--- config.mk ---
export PLATFORM = sky130hd
export DESIGN_NAME = ioctl_upload_reader
export DESIGN_NICKNAME = d
export VERILOG_FILES = /design/src/rtl/ioctl_upload_reader.sv
export SDC_FILE = /design/constraint.sdc
export NUM_CORES = 1
export LEC_CHECK = 0
export CAP_MARGIN = 15
export CORE_ASPECT_RATIO = 0.9
export CORE_MARGIN = 3
export CORE_UTILIZATION = 40
export CTS_CLUSTER_DIAMETER = 40
export DETAILED_ROUTE_END_ITERATION = 10
export PLACE_DENSITY = 0.63
export SETUP_SLACK_MARGIN = 0.3
export SYNTH_ARGS = -nofsm -noshare
export SYNTH_HDL_FRONTEND = slang
export SYNTH_SLANG_ARGS = --single-unit
--- constraint.sdc ---
create_clock -name clk_sys -period 2.9 [get_ports clk_sys]
set_input_delay 0.87 -clock clk_sys [delete_from_list [all_inputs] [get_ports clk_sys]]
set_output_delay 0.87 -clock clk_sys [all_outputs]
set_load 0.05 [all_outputs]
--- src/rtl/ioctl_upload_reader.sv ---
// ioctl_upload_reader: serves data_io upload reads from a 16-bit SDRAM port.
// Build option: define UPLOAD_PREFETCH_EN to fetch the next word speculatively.
module ioctl_upload_reader #(
    parameter logic [7:0]  INDEX     = 8'hFF,
    parameter logic [22:0] BASE_WORD = 23'h0,
    parameter logic [24:0] LEN       = 25'h1000
) (
    input  logic        clk_sys,
    input  logic        reset_n,
    input  logic        ioctl_upl,
    input  logic [7:0]  ioctl_index,
    input  logic [24:0] ioctl_addr,
    input  logic        ioctl_rd,
    output logic [7:0]  ioctl_din,
    output logic        din_valid,
    output logic        busy,
    output logic        overrun,
    output logic        mem_req,
    input  logic        mem_ack,
    output logic [22:0] mem_a,
    input  logic [15:0] mem_q
);
    typedef enum logic [1:0] {S_IDLE, S_WAIT, S_SERVE, S_PREF} state_t;

    function automatic logic [22:0] word_of(input logic [23:0] wa);
        logic [23:0] s;
        s = {1'b0, BASE_WORD} + wa;
        return s[22:0];
    endfunction

    function automatic logic [7:0] lane(input logic [15:0] q, input logic hi);
        return hi ? q[15:8] : q[7:0];
    endfunction

    state_t      r_state;
    logic        r_ack_s1;
    logic        r_ack_s;
    logic        r_upl_d;
    logic [15:0] r_cache;
    logic [22:0] r_tag;
    logic        r_cvalid;
    logic        r_pend_v;
    logic [24:0] r_pend_a;
    logic [24:0] r_cur_a;
    logic        r_abort;
    logic [7:0]  r_din;
    logic        r_dvalid;
    logic        r_busy;
    logic        r_overrun;
    logic        r_req;
    logic [22:0] r_mem_a;

    logic        w_active;
    logic        w_rd;
    logic        w_done;
    logic        w_rise;
    logic        w_fall;
    logic        w_req_v;
    logic [24:0] w_req_a;
    logic [22:0] w_req_word;
    logic        w_req_oor;
    logic        w_req_hit;
    logic        w_pf_hit;

    assign w_active   = ioctl_upl && (ioctl_index == INDEX);
    assign w_rd       = ioctl_rd && w_active;
    assign w_done     = (r_ack_s == r_req);
    assign w_rise     = ioctl_upl && !r_upl_d;
    assign w_fall     = !ioctl_upl && r_upl_d;
    // the pending slot always goes ahead of a fresh strobe
    assign w_req_v    = (r_pend_v && ioctl_upl) || w_rd;
    assign w_req_a    = r_pend_v ? r_pend_a : ioctl_addr;
    assign w_req_word = word_of(w_req_a[24:1]);
    assign w_req_oor  = (w_req_a >= LEN);
    assign w_req_hit  = r_cvalid && !w_rise && (r_tag == w_req_word);
    assign w_pf_hit   = r_pend_v && (r_pend_a < LEN) &&
                        (word_of(r_pend_a[24:1]) == r_mem_a);

`ifdef UPLOAD_PREFETCH_EN
    logic w_nxt_req;
    logic w_nxt_cur;
    assign w_nxt_req = ({1'b0, w_req_a} + 26'd1) < {1'b0, LEN};
    assign w_nxt_cur = ({1'b0, r_cur_a} + 26'd1) < {1'b0, LEN};
`endif

    assign ioctl_din = r_din;
    assign din_valid = r_dvalid;
    assign busy      = r_busy;
    assign overrun   = r_overrun;
    assign mem_req   = r_req;
    assign mem_a     = r_mem_a;

    always_ff @(posedge clk_sys or negedge reset_n) begin
        if (!reset_n) begin
            r_state   <= S_IDLE;
            r_ack_s1  <= 1'b0;
            r_ack_s   <= 1'b0;
            r_upl_d   <= 1'b0;
            r_cache   <= 16'h0000;
            r_tag     <= 23'h0;
            r_cvalid  <= 1'b0;
            r_pend_v  <= 1'b0;
            r_pend_a  <= 25'h0;
            r_cur_a   <= 25'h0;
            r_abort   <= 1'b0;
            r_din     <= 8'h00;
            r_dvalid  <= 1'b0;
            r_busy    <= 1'b0;
            r_overrun <= 1'b0;
            r_req     <= 1'b0;
            r_mem_a   <= 23'h0;
        end else begin
            r_ack_s1 <= mem_ack;
            r_ack_s  <= r_ack_s1;
            r_upl_d  <= ioctl_upl;
            r_dvalid <= 1'b0;
            unique case (r_state)
                S_IDLE: if (w_req_v) begin
                    if (r_pend_v && w_rd) r_pend_a <= ioctl_addr;
                    else if (r_pend_v)    r_pend_v <= 1'b0;
                    r_cur_a <= w_req_a;
                    if (w_req_oor) begin
                        r_din    <= 8'hFF;
                        r_dvalid <= 1'b1;
                    end else if (w_req_hit) begin
                        r_din    <= lane(r_cache, w_req_a[0]);
                        r_dvalid <= 1'b1;
`ifdef UPLOAD_PREFETCH_EN
                        if (w_req_a[0] && w_nxt_req && !(r_pend_v && w_rd)) begin
                            r_mem_a <= w_req_word + 23'd1;
                            r_req   <= ~r_req;
                            r_busy  <= 1'b1;
                            r_state <= S_PREF;
                        end
`endif
                    end else begin
                        r_mem_a <= w_req_word;
                        r_req   <= ~r_req;
                        r_busy  <= 1'b1;
                        r_state <= S_WAIT;
                    end
                end
                S_WAIT: if (w_done) begin
                    if (r_abort) begin
                        r_abort <= 1'b0;
                        r_busy  <= 1'b0;
                        r_state <= S_IDLE;
                    end else begin
                        r_cache  <= mem_q;
                        r_tag    <= word_of(r_cur_a[24:1]);
                        r_cvalid <= 1'b1;
                        r_state  <= S_SERVE;
                    end
                end
                S_SERVE: begin
                    r_din    <= lane(r_cache, r_cur_a[0]);
                    r_dvalid <= 1'b1;
                    r_busy   <= 1'b0;
                    r_state  <= S_IDLE;
`ifdef UPLOAD_PREFETCH_EN
                    if (r_cur_a[0] && w_nxt_cur && ioctl_upl &&
                        !r_pend_v && !w_rd) begin
                        r_mem_a <= r_tag + 23'd1;
                        r_req   <= ~r_req;
                        r_busy  <= 1'b1;
                        r_state <= S_PREF;
                    end
`endif
                end
                S_PREF: if (w_done) begin
                    r_busy  <= 1'b0;
                    r_state <= S_IDLE;
                    if (r_abort) begin
                        r_abort <= 1'b0;
                    end else begin
                        r_cache  <= mem_q;
                        r_tag    <= r_mem_a;
                        r_cvalid <= 1'b1;
                        if (w_pf_hit) begin
                            r_din    <= lane(mem_q, r_pend_a[0]);
                            r_dvalid <= 1'b1;
                            r_pend_v <= 1'b0;
                        end
                    end
                end
                default: r_state <= S_IDLE;
            endcase
            if (w_rd && r_state != S_IDLE) begin
                if (!r_pend_v) begin
                    r_pend_v <= 1'b1;
                    r_pend_a <= ioctl_addr;
                end else begin
                    r_overrun <= 1'b1;
                end
            end
            if (w_rise) begin
                r_cvalid  <= 1'b0;
                r_overrun <= 1'b0;
            end
            // toggle parity must survive an abort, so in-flight acks are still awaited
            if (w_fall) begin
                r_pend_v <= 1'b0;
                r_cvalid <= 1'b0;
                if (r_state == S_SERVE || (r_state != S_IDLE && w_done)) begin
                    r_state  <= S_IDLE;
                    r_busy   <= 1'b0;
                    r_dvalid <= 1'b0;
                    r_abort  <= 1'b0;
                end else if (r_state != S_IDLE) begin
                    r_abort <= 1'b1;
                end
            end
        end
    end
endmodule

==> results of run 1 <==
==> worst register-to-register path: stages (launching register included) <==
cell and delay, ps:
dfrtp_2 430, buf_4 170, buf_16 160, mux2i_4 210, xnor2_2 160, nor4_2 310, nand4_1 260, nor3_2 250
o21ai_4 80, buf_12 150, mux2_4 300
==> state kept, by name (all words and copies together), names as in the netlist <==
register   flops
r_state        2
r_abort        1
ioctl_din      8
din_valid      1
busy           1
r_upl_d        1
r_cur_a       24
r_ack_s1       1
r_cache       16
r_cvalid       1
mem_a         23
r_ack_s        1
r_pend_a      25
r_tag         23
mem_req        1
r_pend_v       1
overrun        1
==> Yosys cell counts, types with 2 or more instances <==
cell type,n,area share
ha_1,6,0.012
mux2i_1,46,0.072
inv_1,8,0.0047
xor2_1,10,0.014
nand2_1,41,0.024
buf_2,5,0.0039
o21ai_1,4,0.0031
buf_6,2,0.0035
a221o_1,8,0.012
mux2_2,58,0.10
nand2b_1,3,0.0029
nor2_1,38,0.022
mux2_4,8,0.019
dfrtp_1,131,0.51
buf_1,6,0.0035
xnor2_1,32,0.044
buf_4,3,0.0035
or3_1,2,0.0019
and2_1,13,0.013
mux2i_2,9,0.019
o21ai_0,36,0.028
clkbuf_1,15,0.0087
nor3_1,5,0.0039
nand4_1,8,0.0078
nor4_1,12,0.012
a21oi_1,39,0.030
o22ai_1,2,0.0019
==> worst min-delay path by stage <==
stage | startpoint | end | slack, ps | depth (start not counted)
detailed placement | r_ack_s1$_DFF_PN0_ | r_ack_s$_DFF_PN0_ | 360 | 0
global placement | r_ack_s1$_DFF_PN0_ | r_ack_s$_DFF_PN0_ | 340 | 0
global route | r_ack_s1$_DFF_PN0_ | r_ack_s$_DFF_PN0_ | 390 | 0
CTS | r_ack_s1$_DFF_PN0_ | r_ack_s$_DFF_PN0_ | 380 | 0
floorplan | r_ack_s1$_DFF_PN0_ | r_ack_s$_DFF_PN0_ | 330 | 0
finish | r_ack_s1$_DFF_PN0_ | r_ack_s$_DFF_PN0_ | 370 | 0
==> stage by stage <==
step | cell area (um^2) | instances | hold WS [ps] | setup WS, ps | power (mW)
6_report | 8970 | 914 | 368 | 312 | 4.27
5_1_grt | 8970 | 914 | 385 | 201 | 4.42
4_1_cts | 8720 | 906 | 378 | 210 | 4.29
3_5_place_dp | 7740 | 857 | 360 | -474 | 2.16
3_3_place_gp | 7740 | 857 | 339 | -499 | 2.16
2_1_floorplan | 6440 | 563 | 331 | 319 | 1.99
==> cell families (layout without fill, tap and decap cells) <==
kind of cell / count (synthesis) / in the layout / synth area share
multiplexers: 121 / 121 / 0.211
buffers and inverters: 40 / 189 / 0.0309
AO/OA/AOI/OAI: 97 / 97 / 0.0881
AND/OR/NAND/NOR: 126 / 126 / 0.0918
adder cells (fa/ha/maj): 6 / 6 / 0.0117
flip-flops: 131 / 131 / 0.509
XOR/XNOR: 42 / 42 / 0.0572
==> cells in the final DEF, fill, tap and decap left out, drive strengths merged, types with 6 or more instances in the layout <==
cell,count
inv,8
nand2,41
buf,63
clkbuf,26
mux2i,55
a21oi,39
dfrtp,131
clkdlybuf4s50,57
mux2,66
nand4,8
nor3,6
xor2,10
o21ai,41
nor2,38
dlygate4sd2,16
dlymetal6s2s,12
and2,13
nor4,12
ha,6
a221o,8
xnor2,32
==> layout make-up <==
type                       instances  area share
sequential                       131       0.366
multi-input combinational        392       0.363
timing repair buffer             152       0.176
clock buffer                      24      0.0559
inverter                           8     0.00335
tap                              202      0.0282
clock inverter                     5     0.00837
==> power groups by stage <==
stage,clock network (mW),registers (mW),logic (mW)
6_report,2.11,1.86,0.291
5_1_grt,2.23,1.86,0.317
4_1_cts,2.14,1.86,0.284
3_5_place_dp,0,1.89,0.270
3_3_place_gp,0,1.89,0.265
2_1_floorplan,0,1.91,0.0769
==> layer usage <==
metal,wire (um),global-route usage,part of all wire,up-vias
met3,886,0.0513,0.051,21
met4,238,0.0604,0.014,0
met2,8280,0.320,0.48,122
met1,7830,0.265,0.45,2371
li1,-,-,-,2264
met5,0,0,0,-
==> timing repair <==
item | CTS | global route
resized for setup | 55 | 37
hold endpoints to repair | 0 | 0
cloned | 4 | 2
pin swaps | 19 | 16
setup buffers | 16 | 6
setup endpoints to repair | 36 | 42
==> impl_metrics.tcl, run 1 <==
set metrics [dict create \
    cpPeakStageDelay_ps 290 \
    synth-edff-count 0 \
    swShare 0.213 \
    end_kind "register" \
    clkTransAtPathRegs_ps 50 \
    seqPwrFrac 0.437 \
    skew_ps 7.92 \
    p_comb_frac 0.068 \
    fill_cells 1291 \
    ios 89 \
    avgSynthCellArea_um2 11.4 \
    cts_max_level 4 \
    portBuffers 88 \
    insertion_delay_ps 420 \
    grt.overflow.total 0 \
    p_leak_nw 4.16 \
    drive_gt1_frac 0.294 \
    worstSetupStartpoint "ioctl_addr[3]" \
    grt_pass1_vias 5058 \
    row_count 43 \
    max_freq_mhz 386 \
    worstSetupStartpointType "primary input" \
    rr_worst_depth 10 \
    hold_viol 0 \
    min_period_ps 2590 \
    max-clock-path-buffers 2 \
    multiInputGateArea_um2 3250 \
    cts-root-buf "clkbuf_16" \
    regToRegEndpoint "ioctl_din[1]$_DFFE_PN0P_" \
    register_area_um2 3280 \
    core-area_um2 15600 \
    cp_slowest_cell "mux2_4" \
    ys_seq_area_frac 0.509 \
    power.internal_mw 3.36 \
    yosys_warnings 0 \
    grt_start_max_net_pins 68 \
    endpoint "ioctl_din[1]$_DFFE_PN0P_" \
    cts_tree "done" \
    path_max_fanout 8 \
    cp_num_cells 10 \
    fin_nets 762 \
    r2r_start "r_pend_v$_DFF_PN0_" \
    ir_worst_vdd_mv 0.395 \
    timing.final.crit_share 0.892 \
    antenna_cells 0 \
    async_flop_share 1.00 \
    dp_hpwl_um 11000 \
    ant_nets 0 \
    path_buf_inv 3 \
    ys_types 40 \
    tns_ps 0 \
    p_switching_uw 909 \
    worstPathCellList "dlygate4sd2_1, mux2i_2, xnor2_1, nor4_2, buf_4, nand4_1, nor3_2, o21ai_4, buf_12, mux2_4" \
    viasPerCell 5.23 \
    initial_core_util 0.412 \
    ys_seq_elements 131 \
    rsz0062_at_grt "yes" \
    syn-num-nets 623 \
    grt_antenna_before_repair 0 \
    slew_headroom 0.600 \
    wirelength_um 17200 \
    maxSlewViolCount 0 \
    fin_util 0.575 \
    cap_violations 0 \
    finalSetupViolations 0 \
    wl_per_cell_um 18.9 \
    syn2layout_area_growth_pct 39.4 \
    place_congestion 0.794 \
    rrSetupSlack_ps 310 \
    die_h_um 126 \
    cts_made_buffers 17 \
    grt.total_usage 0.198 \
    synthFlopType "dfrtp_1" \
    outcome "finished clean" \
    first_pass_iters 5 \
    grt_pass1_wl_um 27300 \
    clkSinkCount 131 \
    crit_required_ps 3200 \
    hp-class "reg2reg" \
    timing_worst_slew_pin_value_ps 594 \
    cts_hold_buf 0 \
    vias 4778 \
    fp.dieW_um 140 \
    powerDensity_nw_per_um2 476 \
    clkPwrFrac 0.495 \
    syn_inst 563 \
    first_iter_violations 280 \
    critPathTopFamily "simple AND/OR/NAND/NOR gates" \
    syn_area_um2 6430 \
    route.detailed.drc 0 \
    worstSetupPathType "in2reg" \
    dieArea_um2 17600 \
    cp_data_arrival_time_ps 2890 \
]
Power figures use the tool's default switching activity.
==> run 2, diff against run 1 <==
Clock period 2.9 ns to 2.7 ns, I/O delays scaled along.
==> impl_metrics.tcl, run 2 (same netlist as run 1, synthesis figures left out) <==
set metrics [dict create \
    drive_gt1_frac 0.302 \
    p_total_mw 4.63 \
    dieArea_um2 17600 \
    min_delay_path_depth 0 \
    hold_viol 0 \
    grt_pass1_vias 5197 \
    cpPeakStageDelay_ps 410 \
    largest_registers "r_pend_a: 25 flops, r_cur_a: 24 flops" \
    max_flop_register "r_pend_a" \
    powerDensity_nw_per_um2 512 \
    cts_hold_buf 0 \
    cts_tree "done" \
    rsz0062_at_grt "yes" \
    route.detailed.drc 0 \
    worstSetupStartpointType "register" \
    wl_per_cell_um 18.7 \
    cp_common_cell "buf_12" \
    grt_pass1_wl_um 28100 \
    die_h_um 126 \
    grt_start_max_net_pins 50 \
    viasPerCell 5.29 \
    finalSetupViolations 0 \
    hp-class "reg2reg" \
    place_congestion 0.819 \
    fin_util 0.579 \
    cap_violations 0 \
    p_leak_nw 4.34 \
    grt.total_usage 0.201 \
    fin_nets 772 \
    ant_nets 0 \
    row_count 43 \
    initial_core_util 0.412 \
    syn2layout_area_growth_pct 40.3 \
    min_period_ps 2580 \
    max_freq_mhz 388 \
    ios 89 \
    antenna_cells 0 \
    largest_reg_flops 25 \
    first_pass_iters 5 \
    worstPathCellList "buf_12, buf_12, buf_4, mux2i_4, xnor2_2, nor4_2, nand4_1, nor3_2, o21ai_4, buf_12, mux2_4" \
    portBuffers 88 \
    vias 4896 \
    cts_max_level 4 \
    first_iter_violations 319 \
    timing.final.crit_share 0.955 \
    grt_antenna_before_repair 0 \
    path_max_fanout 8 \
    ir_worst_vdd_mv 0.441 \
    timing_worst_slew_pin_value_ps 684 \
    wirelength_um 17300 \
    cp_data_arrival_time_ps 2880 \
    outcome "finished clean" \
    rr_worst_depth 11 \
    final_common_cell "dfrtp_1" \
    maxSlewViolCount 0 \
    core-area_um2 15600 \
    dp_hpwl_um 11500 \
    fp.dieW_um 140 \
    worstSetupPathType "reg2reg" \
    skew_ps 7.16 \
    slew_headroom 0.544 \
    final_cell_mix "130 x dfrtp_1, 58 x buf_4, 50 x mux2_2" \
    clkSinkCount 131 \
    grt.overflow.total 0 \
    crit_required_ps 3000 \
    clkTransAtPathRegs_ps 60 \
    cts-root-buf "clkbuf_16" \
    cts_made_buffers 17 \
    insertion_delay_ps 420 \
    end_kind "register" \
    cp_slowest_cell "dfrtp_2" \
    max-clock-path-buffers 2 \
]
==> run 2: changes by cell type in the layout (fill, tap and decap cells not counted), sizes merged <==
cell	change
clkinv	-1
buf	+11
clkdlybuf4s50	-31
dlygate4sd2	+29
dlymetal6s2s	+2
clkbuf	+1
==> run 2: metrics by stage <==
stage	cells	instance area, um^2	setup TNS [ps]	hold WS [ps]	setup slack [ps]
after global placement	873	7880	-21500	347	-597
after floorplan	563	6450	0	331	179
after detailed placement	873	7880	-22080	341	-631
final	925	9030	0	355	121
after global routing	925	9030	0	370	44.3
after CTS	921	8880	0	363	137
==> run 2: power by group <==
group	leakage [nW]	switching, mW	internal (mW)
clock network	0.292	0.813	1.49
registers	1.82	0.0141	1.99
logic	2.24	0.158	0.162
total	4.34	0.985	3.64
==> run 2: worst paths after layout <==
| path | from | slack (ps) | endpoint |
|---|---|---|---|
| setup / recovery | r_pend_v$_DFF_PN0_ | 120 | ioctl_din[1]$_DFFE_PN0P_ |
| hold / removal | r_ack_s1$_DFF_PN0_ | 350 | r_ack_s$_DFF_PN0_ |
| setup reg to reg | r_pend_v$_DFF_PN0_ | 120 | ioctl_din[1]$_DFFE_PN0P_ |
| hold reg to reg | r_ack_s1$_DFF_PN0_ | 350 | r_ack_s$_DFF_PN0_ |
| max in group asynchronous | reset_n | 1580 | mem_a[2]$_DFFE_PN0P_ |
| min in group asynchronous | reset_n | 430 | ioctl_din[7]$_DFFE_PN0P_ |
==> run 2: per-layer routing <==
layer / vias to the layer above / part of all wire / GRT usage
met5: - / 0 / 0
met4: 0 / 0.013 / 0.0632
met3: 16 / 0.044 / 0.0467
met2: 129 / 0.48 / 0.321
met1: 2463 / 0.47 / 0.276
li1: 2288 / - / -
==> run 2: layout make-up <==
| class | count | area (um^2) |
|---|---|---|
| Clock buffer | 26 | 519 |
| Clock inverter | 4 | 70.1 |
| Multi-Input combinational cell | 392 | 3300 |
| Sequential cell | 131 | 3280 |
| Timing Repair Buffer | 162 | 1580 |
| Inverter | 8 | 30.0 |
| Tap cell | 202 | 253 |
| Fill cell | 1290 | 6570 |
==> run 2: critical path: cells and delay by family, from the launching register on <==
| kind | cells | cell delay [ps] |
|---|---|---|
| compound gates | 1 | 80 |
| xor+xnor | 1 | 160 |
| buf+inv | 4 | 580 |
| flops | 1 | 410 |
| mux | 2 | 480 |
| simple gates | 3 | 720 |
==> run 2: timing repair <==
action / in CTS / in global routing
pin swaps: 25 / 12
cloned: 3 / 1
buffers inserted: 15 / 3
gates resized for setup: 100 / 29
endpoints found under the setup margin: 76 / 68
==> run 3, diff against run 2 <==
Settings changed: GPL_ROUTABILITY_DRIVEN from default to 0, SETUP_SLACK_MARGIN 0.3 to 0.15.
==> impl_metrics.tcl, run 3 (same netlist as run 1, synthesis figures left out) <==
set metrics [dict create \
    ios 89 \
    p_leak_nw 3.99 \
    ir_worst_vdd_mv 0.444 \
    initial_core_util 0.412 \
    grt_pass1_vias 4986 \
    drive_gt1_frac 0.269 \
    wl_per_cell_um 17.9 \
    place_ws_ps -612 \
    r2r_start "r_pend_v$_DFF_PN0_" \
    finalSetupViolations 0 \
    worstSetupPathType "in2reg" \
    hp-start "r_ack_s1$_DFF_PN0_" \
    largest_registers "r_pend_a: 25 flops, r_cur_a: 24 flops" \
    timing_worst_slew_pin_value_ps 578 \
    max-clock-path-buffers 2 \
    cts_made_buffers 17 \
    cts-root-buf "clkbuf_16" \
    largest_reg_flops 25 \
    swShare 0.220 \
    final_common_cell "dfrtp_1" \
    rsz0062_at_grt "yes" \
    first_iter_violations 264 \
    path_max_fanout 8 \
    grt.overflow.total 0 \
    vias 4679 \
    hold_viol 0 \
    portBuffers 88 \
    cts_tree "done" \
    worstSetupStartpoint "ioctl_addr[21]" \
    antenna_cells 0 \
    max_freq_mhz 386 \
    viasPerCell 5.18 \
    clkTransAtPathRegs_ps 60 \
    clkSinkCount 131 \
    min_period_ps 2590 \
    grt_antenna_before_repair 0 \
    p_comb_frac 0.067 \
    skew_ps 5.91 \
    fp.dieW_um 140 \
    end_kind "register" \
    first_pass_iters 5 \
    seqPwrFrac 0.438 \
    cts_hold_buf 0 \
    fin_nets 750 \
    slew_headroom 0.615 \
    timing.final.crit_share 0.959 \
    max_flop_register "r_pend_a" \
    dieArea_um2 17600 \
    cts_max_level 4 \
    hp-class "reg2reg" \
    maxSlewViolCount 0 \
    cp_data_arrival_time_ps 2890 \
    fin_ws_ps 111 \
    cap_violations 0 \
    syn2layout_area_growth_pct 35.1 \
    worstSetupStartpointType "primary input" \
    dp_hpwl_um 11100 \
    die_h_um 126 \
    clkPwrFrac 0.495 \
    ant_nets 0 \
    row_count 43 \
    insertion_delay_ps 420 \
    grt.total_usage 0.191 \
    p_switching_mw 1.01 \
    outcome "finished clean" \
    power.internal_mw 3.56 \
    register_area_um2 3280 \
    powerDensity_nw_per_um2 525 \
    grt_start_max_net_pins 49 \
    tns_ps 0 \
    fill_cells 1326 \
    crit_required_ps 3000 \
    core-area_um2 15600 \
    wirelength_um 16200 \
    grt_pass1_wl_um 26500 \
    final_cell_mix "130 x dfrtp_1, 61 x clkdlybuf4s50_1, 58 x mux2_2" \
    multiInputGateArea_um2 3160 \
    route.detailed.drc 0 \
]
[run 3: changes by cell type in the layout (fill, tap and decap cells not counted), sizes merged]
| cell | delta |
|---|---|
| buf | -21 |
| clkbuf | -6 |
| clkdlybuf4s15 | -2 |
| clkdlybuf4s50 | +35 |
| clkinv | +3 |
| clkinvlp | +3 |
| dlygate4sd2 | -25 |
| dlymetal6s2s | -8 |
[run 3: timing repair]
item,4_1_cts,5_1_grt
setup buffers,8,2
pin swaps,20,2
gates resized for setup,53,9
endpoints found under the hold margin,0,0
endpoints found under the setup margin,36,41
[run 3: power groups by stage]
stage | clock network, mW | registers (mW) | logic [mW]
global route | 2.40 | 2.00 | 0.329
global placement | 0 | 2.03 | 0.290
CTS | 2.30 | 2.00 | 0.306
floorplan | 0 | 2.05 | 0.0825
finish | 2.26 | 2.00 | 0.304
detailed placement | 0 | 2.03 | 0.295
[run 3: worst max-delay path, stage by stage]
cell and delay [ps]:
clkdlybuf4s50_1 530, buf_4 160, mux2i_4 60, xnor2_1 130, nor4_1 220, nand4_1 230
nor3_2 220, o21ai_4 80, buf_12 150, mux2_4 300
[run 3: final cells by class]
class                   instances  share of cell area
clock buffers                  21              0.0541
clock inverters                10              0.0124
inverters                       8             0.00345
multi-input cells             392               0.364
flip-flops and latches        131               0.377
well taps                     202              0.0291
repair buffers                140               0.160
[run 3: path summary, 6_finish.rpt]
path | endpoint | slack (ps) | depth (start not counted)
setup / recovery | ioctl_din[1]$_DFFE_PN0P_ | 110 | 10
hold / removal | r_ack_s$_DFF_PN0_ | 360 | 0
setup reg to reg | ioctl_din[1]$_DFFE_PN0P_ | 130 | 10
hold reg to reg | r_ack_s$_DFF_PN0_ | 360 | 0
max in group asynchronous | mem_a[10]$_DFFE_PN0P_ | 1640 | 2
min in group asynchronous | ioctl_din[7]$_DFFE_PN0P_ | 400 | 1
[run 3: through the flow]
stage | util | power (mW) | instance area, um^2 | std cells | hold WS, ps
after floorplan | - | 2.13 | 6440 | 563 | 331
after global placement | 0.501 | 2.32 | 7810 | 863 | 340
after detailed placement | 0.501 | 2.33 | 7810 | 863 | 348
after CTS | 0.554 | 4.60 | 8650 | 902 | 361
after global routing | 0.557 | 4.73 | 8690 | 904 | 368
final | 0.557 | 4.56 | 8690 | 904 | 361
[run 3: layer usage]
metal / up-vias / global-route usage / wire, um
met5: - / 0 / 0
met2: 102 / 0.303 / 7680
met4: 0 / 0.0575 / 231
met1: 2310 / 0.261 / 7550
met3: 20 / 0.0467 / 739
li1: 2247 / - / -
